--- src/rtl/dbu_pkg.sv ---
// Shared types for the debug-unit memory viewer.
// Address width default, viewer FSM states and step directions.
package dbu_pkg;

  localparam int ADDR_W_DEFAULT = 8;
  localparam int DATA_W         = 32;

  typedef enum logic {
    MANUAL = 1'b0,
    SCAN   = 1'b1
  } viewer_state_t;

  typedef enum logic [1:0] {
    STEP_NONE = 2'd0,
    STEP_UP   = 2'd1,
    STEP_DOWN = 2'd2
  } step_dir_t;

endpackage

--- src/rtl/btn_debounce.sv ---
// Push-button conditioner: 2-flop synchronizer, stability
// counter, and a one-cycle pulse on the debounced rising edge.
module btn_debounce #(
  parameter int DEBOUNCE_CYCLES = 1_000_000
) (
  input  logic clk,
  input  logic rst_n,
  input  logic btn_raw,
  output logic level,
  output logic rise
);

  localparam int CW = $clog2(DEBOUNCE_CYCLES + 1);

  logic          sync1_q, sync1_d;
  logic          sync2_q, sync2_d;
  logic          lvl_q, lvl_d;
  logic          lvl_dly_q, lvl_dly_d;
  logic [CW-1:0] cnt_q, cnt_d;

  always_comb begin
    sync1_d   = btn_raw;
    sync2_d   = sync1_q;
    lvl_d     = lvl_q;
    lvl_dly_d = lvl_q;
    cnt_d     = '0;
    if (sync2_q != lvl_q) begin
      if (cnt_q == CW'(DEBOUNCE_CYCLES - 1)) begin
        lvl_d = sync2_q;
      end else begin
        cnt_d = cnt_q + CW'(1);
      end
    end
  end

  always_ff @(posedge clk or negedge rst_n) begin
    if (!rst_n) begin
      sync1_q   <= 1'b0;
      sync2_q   <= 1'b0;
      lvl_q     <= 1'b0;
      lvl_dly_q <= 1'b0;
      cnt_q     <= '0;
    end else begin
      sync1_q   <= sync1_d;
      sync2_q   <= sync2_d;
      lvl_q     <= lvl_d;
      lvl_dly_q <= lvl_dly_d;
      cnt_q     <= cnt_d;
    end
  end

  assign level = lvl_q;
  assign rise  = lvl_q & ~lvl_dly_q;

endmodule

--- src/rtl/dbu_mem_viewer.sv ---
// Debug-unit data-memory browser: button/scan address stepping
// and a registered address/data pair for the display driver.
module dbu_mem_viewer
  import dbu_pkg::*;
#(
  parameter int DEBOUNCE_CYCLES = 1_000_000,
  parameter int SCAN_PERIOD     = 50_000_000,
  parameter int ADDR_W          = ADDR_W_DEFAULT
) (
  input  logic              clk,
  input  logic              rst_n,
  input  logic              btn_inc,
  input  logic              btn_dec,
  input  logic              scan_en,
  input  logic [DATA_W-1:0] m_data,
  output logic [ADDR_W-1:0] m_rf_addr,
  output logic [ADDR_W-1:0] view_addr,
  output logic [DATA_W-1:0] view_data,
  output logic              view_valid
);

  localparam int TW = $clog2(SCAN_PERIOD);

  logic inc_lvl, inc_rise;
  logic dec_lvl, dec_rise;
  logic unused_lvl;

  btn_debounce #(
    .DEBOUNCE_CYCLES(DEBOUNCE_CYCLES)
  ) u_db_inc (
    .clk    (clk),
    .rst_n  (rst_n),
    .btn_raw(btn_inc),
    .level  (inc_lvl),
    .rise   (inc_rise)
  );

  btn_debounce #(
    .DEBOUNCE_CYCLES(DEBOUNCE_CYCLES)
  ) u_db_dec (
    .clk    (clk),
    .rst_n  (rst_n),
    .btn_raw(btn_dec),
    .level  (dec_lvl),
    .rise   (dec_rise)
  );

  assign unused_lvl = inc_lvl ^ dec_lvl;

  logic              scan_s1_q, scan_s1_d;
  logic              scan_s2_q, scan_s2_d;
  viewer_state_t     state_q, state_d;
  logic [TW-1:0]     timer_q, timer_d;
  logic [ADDR_W-1:0] addr_q, addr_d;
  logic [ADDR_W-1:0] vaddr_q, vaddr_d;
  logic [DATA_W-1:0] vdata_q, vdata_d;
  logic              valid_q, valid_d;
  step_dir_t         step;

  always_comb begin
    step = STEP_NONE;
    unique case (1'b1)
      inc_rise & ~dec_rise: step = STEP_UP;
      dec_rise & ~inc_rise: step = STEP_DOWN;
      default:              step = STEP_NONE;
    endcase
  end

  always_comb begin
    scan_s1_d = scan_en;
    scan_s2_d = scan_s1_q;
    state_d   = state_q;
    timer_d   = timer_q;
    addr_d    = addr_q;
    vaddr_d   = addr_q;
    vdata_d   = m_data;
    valid_d   = 1'b1;
    unique case (state_q)
      MANUAL: begin
        if (scan_s2_q) begin
          state_d = SCAN;
          timer_d = '0;
        end else begin
          unique case (step)
            STEP_UP:   addr_d = addr_q + ADDR_W'(1);
            STEP_DOWN: addr_d = addr_q - ADDR_W'(1);
            default:   addr_d = addr_q;
          endcase
        end
      end
      SCAN: begin
        // leaving scan wins over a coincident terminal count
        if (!scan_s2_q) begin
          state_d = MANUAL;
          timer_d = '0;
        end else if (timer_q == TW'(SCAN_PERIOD - 1)) begin
          timer_d = '0;
          addr_d  = addr_q + ADDR_W'(1);
        end else begin
          timer_d = timer_q + TW'(1);
        end
      end
      default: begin
        state_d = MANUAL;
        timer_d = '0;
      end
    endcase
  end

  always_ff @(posedge clk or negedge rst_n) begin
    if (!rst_n) begin
      scan_s1_q <= 1'b0;
      scan_s2_q <= 1'b0;
      state_q   <= MANUAL;
      timer_q   <= '0;
      addr_q    <= '0;
      vaddr_q   <= '0;
      vdata_q   <= '0;
      valid_q   <= 1'b0;
    end else begin
      scan_s1_q <= scan_s1_d;
      scan_s2_q <= scan_s2_d;
      state_q   <= state_d;
      timer_q   <= timer_d;
      addr_q    <= addr_d;
      vaddr_q   <= vaddr_d;
      vdata_q   <= vdata_d;
      valid_q   <= valid_d;
    end
  end

  assign m_rf_addr  = addr_q;
  assign view_addr  = vaddr_q;
  assign view_data  = vdata_q;
  assign view_valid = valid_q;

endmodule

--- config.mk ---
export PLATFORM = sky130hd
export DESIGN_NAME = dbu_mem_viewer
export DESIGN_NICKNAME = d
export VERILOG_FILES = /design/src/rtl/dbu_pkg.sv /design/src/rtl/btn_debounce.sv /design/src/rtl/dbu_mem_viewer.sv
export SDC_FILE = /design/constraint.sdc
export NUM_CORES = 1
export LEC_CHECK = 0
export ABC_AREA = 1
export CAP_MARGIN = 20
export CORE_UTILIZATION = 54
export DETAILED_ROUTE_END_ITERATION = 6
export PLACE_DENSITY = 0.79
export SETUP_SLACK_MARGIN = 0.15
export SYNTH_ARGS = -nofsm -noshare
export SYNTH_HDL_FRONTEND = slang
export SYNTH_SLANG_ARGS = --single-unit
--- constraint.sdc ---
create_clock -name clk -period 2.2 [get_ports clk]
set_input_delay 0.66 -clock clk [delete_from_list [all_inputs] [get_ports clk]]
set_output_delay 0.66 -clock clk [all_outputs]
set_load 0.02 [all_outputs]
# Word-level counts from Yosys, hierarchy flattened
# Index checks and enable logic that the tools add are counted.
[totals]
ff_bits = 126
input_bits = 37
output_inout_bits = 49
wordCells = 62
[classes]
n_addsub = 5
eq_ne = 12
muxes = 15
bitwise = 9
reduce_logical = 3
[ops]
columns = ["cell", "n"]
rows = [
  ["20-bit 2-to-1 mux", 4],
  ["26-bit 2-to-1 mux", 3],
  ["26-bit case mux with 2 select lines", 1],
  ["20-bit by 1-bit adder with 20-bit output, second input constant", 2],
  ["20-bit == test, second input constant", 2],
  ["8-bit case mux with 2 select lines", 2],
  ["26-bit by 1-bit adder with 26-bit output, second input constant", 1],
  ["26-bit == test, second input constant", 1],
  ["8-bit 2-to-1 mux", 3],
  ["8-bit by 1-bit adder with 8-bit output, second input constant", 1],
  ["8-bit by 1-bit subtractor with 8-bit output, second input constant", 1],
  ["2-bit inequality test, second input constant", 3],
  ["1-bit inverter", 5],
  ["1-bit bitwise AND", 4],
  ["2-bit case mux with 2 select lines", 1],
  ["2-bit AND reduction", 2],
  ["4-bit AND reduction", 1],
  ["3-bit by 1-bit inequality test with 1-bit output, second input constant", 1],
  ["2-bit by 1-bit == test with 1-bit output, second input constant", 1],
  ["2-bit == test, second input constant", 1],
  ["1-bit inequality test", 2],
  ["2-bit by 1-bit inequality test with 1-bit output, second input constant", 1],
  ["1-bit 2-to-1 mux", 1],
]

# Longest topological paths before layout
[logic_depth]
word_depth = 9
ltp_mapped = 11
ltp_nobuf = 11

# Cells and area by module
# From an unflattened synthesis, not the netlist that was laid out.
[hier_totals]
cells_unflattened = 697
area_unflattened_um2 = 6080.8
[by_module_without_submodules]
columns = ["module", "instances", "cells_per_inst", "area_per_inst_um2"]
rows = [
  ["dbu_mem_viewer", 1, 371, 3428.3],
  ["btn_debounce", 2, 163, 1326.3],
]

# Worst setup path after synthesis
# No wires, ideal clock.
[synth_path]
path_kind = "register -> register"
from = "register timer_q[0]"
to = "register timer_q[16]"
setup_ns = 0.120
t_arrival_ns = 1.512
t_required_ns = 2.080
path_slack_ns = 0.569
path_stages_with_launch = 12
n_path_buf = 1
synth_period_minus_slack_ns = 1.631
path_cell_list = "dfrtp_1 > ha_1 > nand2_2 > nor2_2 > nand3b_1 > nor2_1 > nand2_1 > nand3_2 > nand2_4 > clkinv_4 > buf_12 > nor2_1"
[synth_between]
elab_chain_len = 4
[synth_rtl]
columns = ["item", "line", "rtl"]
rows = [
  ["start, declared", "dbu_mem_viewer.sv:53", "logic [TW-1:0] timer_q, timer_d;"],
  ["start signal, assigned", "dbu_mem_viewer.sv:124", "timer_q <= timer_d;"],
  ["26-bit by 1-bit adder with 26-bit output / 26-bit == test (equally long branches)", "dbu_mem_viewer.sv:100, dbu_mem_viewer.sv:96", ""],
  ["26-bit 2-to-1 mux *", "dbu_mem_viewer.sv:96", "end else if (timer_q == TW'(SCAN_PERIOD - 1)) begin"],
  ["26-bit 2-to-1 mux *", "dbu_mem_viewer.sv:93", "if (!scan_s2_q) begin"],
  ["26-bit case mux with 2 select lines *", "dbu_mem_viewer.sv:78", "unique case (state_q)"],
]
# Mark *: on every way between the ends. The rest lies on a longest branch, timed or not.
# A chain may end at the register's enable or synchronous reset.

# Worst setup path in the final report
[layout_path]
from = "register addr_q[0] (netlist: m_rf_addr[0])"
to = "output m_rf_addr[0]"
[layout_rtl]
columns = ["item", "line", "rtl"]
rows = [
  ["start, declared", "dbu_mem_viewer.sv:54", "logic [ADDR_W-1:0] addr_q, addr_d;"],
  ["start signal, assigned", "dbu_mem_viewer.sv:125", "addr_q <= addr_d;"],
  ["end, declared", "dbu_mem_viewer.sv:16", "output logic [ADDR_W-1:0] m_rf_addr,"],
]
# No word-level cell between the ends.

==> flow_summary.json <==
{
  "critical_path.max_stage_delay_ps": 450,
  "placement.io_buffers": 85,
  "timing.critical_path.max_delay_family": "flip-flops",
  "cts_tree": "built",
  "critPathKind": "flip-flop to primary output",
  "maximum_number_of_pins_on_one_net_before_global_route_repair": 61,
  "grt_antenna_before_repair": 1,
  "tritoncts.num_buffers": 17,
  "die_area_um2": 11300,
  "postSynthRegisterBits": 126,
  "most_frequent_cell_after_synthesis": "sky130_fd_sc_hd__nand2_1",
  "worst-endpoint-arrival_ps": 1340,
  "grt_overflow_total": 0,
  "pwr_density_cell_nw_per_um2": 784,
  "register_clock_pin_slew_on_the_reported_worst_setup_and_hold_paths_ps": 60,
  "worst_skew_pair.late_latency_ps": 520,
  "die_x_um": 106,
  "post-synth-top-area-fraction_pct": 53.7,
  "drtAntennaViolNets": 0,
  "n_antenna_cell": 0,
  "fmaxAchievable_ghz": 0.501,
  "critical_path_cell_sequence": "dlygate4sd2_1",
  "netlist_area_um2": 5880,
  "layout.filler_cells": 802,
  "worstPathRequired_ps": 1540,
  "wire_per_inst_um": 13.6,
  "drv_cap": 0,
  "grt_pass1_wl_um": 21900,
  "floorplan.initialDensity_pct": 56.4,
  "worst-path-max-fanout": 6,
  "finalCritPeriodShare_pct": 90.8,
  "synth.top_cells.by_count": "150 x sky130_fd_sc_hd__nand2_1, 126 x sky130_fd_sc_hd__dfrtp_1, 117 x sky130_fd_sc_hd__nor2_1",
  "whs_ps": 33.6,
  "post_cts.repair.setup_buffers": 0,
  "drcViolationCount": 0,
  "gpl.final_weighted_congestion": 0.922,
  "route.final.wire_length_um": 12700,
  "report.power.total_mw": 5.80,
  "final_period_minus_worst_setup_slack_ps": 2000,
  "totalNegativeSetupSlack_ps": 0,
  "clk_path_buf_depth": 2,
  "io_pins": 86,
  "via_count_of_the_first_global_routing_pass": 4673,
  "pre_cts_ws_ps": 372,
  "drive_gt1_share_pct": 8.77,
  "setup_viol_count_final": 0,
  "post_layout_nonfiller_instances": 934,
  "worst_setup_path_end_kind": "primary output",
  "crit_path_top_delay_cell": "sky130_fd_sc_hd__dfrtp_1",
  "timing.final.ws_setup_ps": 203,
  "syn2layout_area_growth_pct": 25.9,
  "synth_warnings": 0,
  "core_um2": 10400,
  "row_count": 37,
  "cts_max_level": 4,
  "vdd_ir_drop_max_mv": 0.681,
  "drt_pass_1_iters": 5,
  "timing.clock.skew_ps": 6.58,
  "dp.final_hpwl_um": 8910,
  "final_hold_viol_count": 0,
  "hold_path_class": "input port to asynchronous set/reset pin",
  "synthesis.instances": 684,
  "yosys_most_used_dff": "sky130_fd_sc_hd__dfrtp_1",
  "synth_area_per_cell_um2": 8.59,
  "die_y_um": 106,
  "synth_seq_area_share_pct": 53.7,
  "synth_cell_type_count": 32,
  "post_cts_hold_buffer_count": 0,
  "total_vias_in_the_final_route": 4843,
  "postSynthNetCount": 727,
  "clock-sinks": 126,
  "synth-async-reset-ratio_pct": 100,
  "dp.cells": 902,
  "synthDominantAreaCellType": "sky130_fd_sc_hd__dfrtp_1",
  "cts.root.buffer_cell": "sky130_fd_sc_hd__clkbuf_8",
  "grt_usage_pct": 24.9,
  "critical_path_startpoint_category": "flip-flop",
  "grt_setup_unrepaired": "true",
  "finish.net_count": 828,
  "worst-path-buf-inv": 1,
  "run_status": "complete, no violations",
  "synth-edff-count": 0,
  "synthTopCellsByArea": "sky130_fd_sc_hd__dfrtp_1 54%, sky130_fd_sc_hd__nand2_1 9.6%, sky130_fd_sc_hd__nor2_1 7.5%",
  "final_max_slew_viol_count": 0,
  "dr.first_iter.drc_count": 353,
  "leakagePower_nw": 3.52,
  "vias_per_cell": 5.19
}
[metal layers]
| metal | share of wire, % | GRT usage (%) | up-vias |
|---|---|---|---|
| met3 | 6.0 | 6.38 | 19 |
| met4 | 1.5 | 9.72 | 2 |
| met2 | 49 | 40.3 | 156 |
| li1 | - | - | 2355 |
| met5 | 0.13 | 0 | - |
| met1 | 43 | 32.0 | 2311 |
[area by class of cell]
type                       count  area (um^2)  share of cell area [%]
inverter                      86          328                    4.43
timing repair buffer          91          858                    11.6
clock buffer                  20          435                    5.89
tap                          136          170                    2.30
clock inverter                12          114                    1.54
multi-input combinational    463         2330                    31.5
sequential                   126         3160                    42.7
[sequential cells by signal, summed over array words and instances (netlist names), 8 cells and up]
name and cells:
view_data 32, u_db_dec.cnt_q 20, timer_q 26, view_addr 8, m_rf_addr 8, u_db_inc.cnt_q 20
[logic make-up (layout without fill, tap and decap cells)]
family | Yosys count | in the layout | share of synthesized area (%)
xor+xnor | 37 | 37 | 5.52
flops | 126 | 126 | 53.7
buf+inv | 95 | 209 | 6.66
simple gates | 389 | 389 | 30.2
other cells | 1 | 1 | 0.0638
fa+ha+maj | 6 | 6 | 1.28
compound gates | 30 | 30 | 2.64
[worst paths after layout]
kind                            slack (ps)  cells past startpoint                        from                      endpoint
worst max-delay path                   200                      1    m_rf_addr[0]$_DFFE_PN0P_                  m_rf_addr[0]
worst min-delay path                    30                      1                       rst_n       timer_q[16]$_DFFE_PN0P_
worst max register to register         300                     10      timer_q[0]$_DFFE_PN0P_      m_rf_addr[4]$_DFFE_PN0P_
worst min register to register         350                      0  u_db_dec.sync1_q$_DFF_PN0_    u_db_dec.sync2_q$_DFF_PN0_
max in group asynchronous             1560                      2                       rst_n  u_db_inc.cnt_q[10]$_DFF_PN0_
min in group clk                       350                      0  u_db_dec.sync1_q$_DFF_PN0_    u_db_dec.sync2_q$_DFF_PN0_
[cell usage in the layout (no fill, tap or decap), drive strengths merged, types with 12 or more instances in the layout]
cell type,n
dfrtp,126
clkbuf,20
nand3,49
nor2,130
o21ai,18
dlygate4sd2,48
nand2,155
inv,87
nor3,18
xor2,25
xnor2,12
nand4,29
clkdlybuf4s50,35
[metrics by stage]
stage | area [um^2] | util [%]
floorplan | 5880 | -
global placement | 6900 | 66.2
detailed placement | 6900 | 66.2
CTS | 7390 | 70.9
global route | 7390 | 71.0
finish | 7390 | 71.0
[power breakdown]
group | internal (mW) | total (mW) | leakage, nW | switching [mW]
Sequential | 2.43 | 2.53 | 1.65 | 0.100
Clock | 1.53 | 2.57 | 0.258 | 1.04
Combinational | 0.267 | 0.696 | 1.62 | 0.429
[what timing repair did]
| action | 4_1_cts | 5_1_grt |
|---|---|---|
| endpoints found under the setup margin | 49 | 5 |
| pin swaps | 0 | 0 |
| hold endpoints to repair | 0 | 0 |
| gates resized for setup | 49 | 5 |
Note: power is estimated with default switching activity, not from simulation.
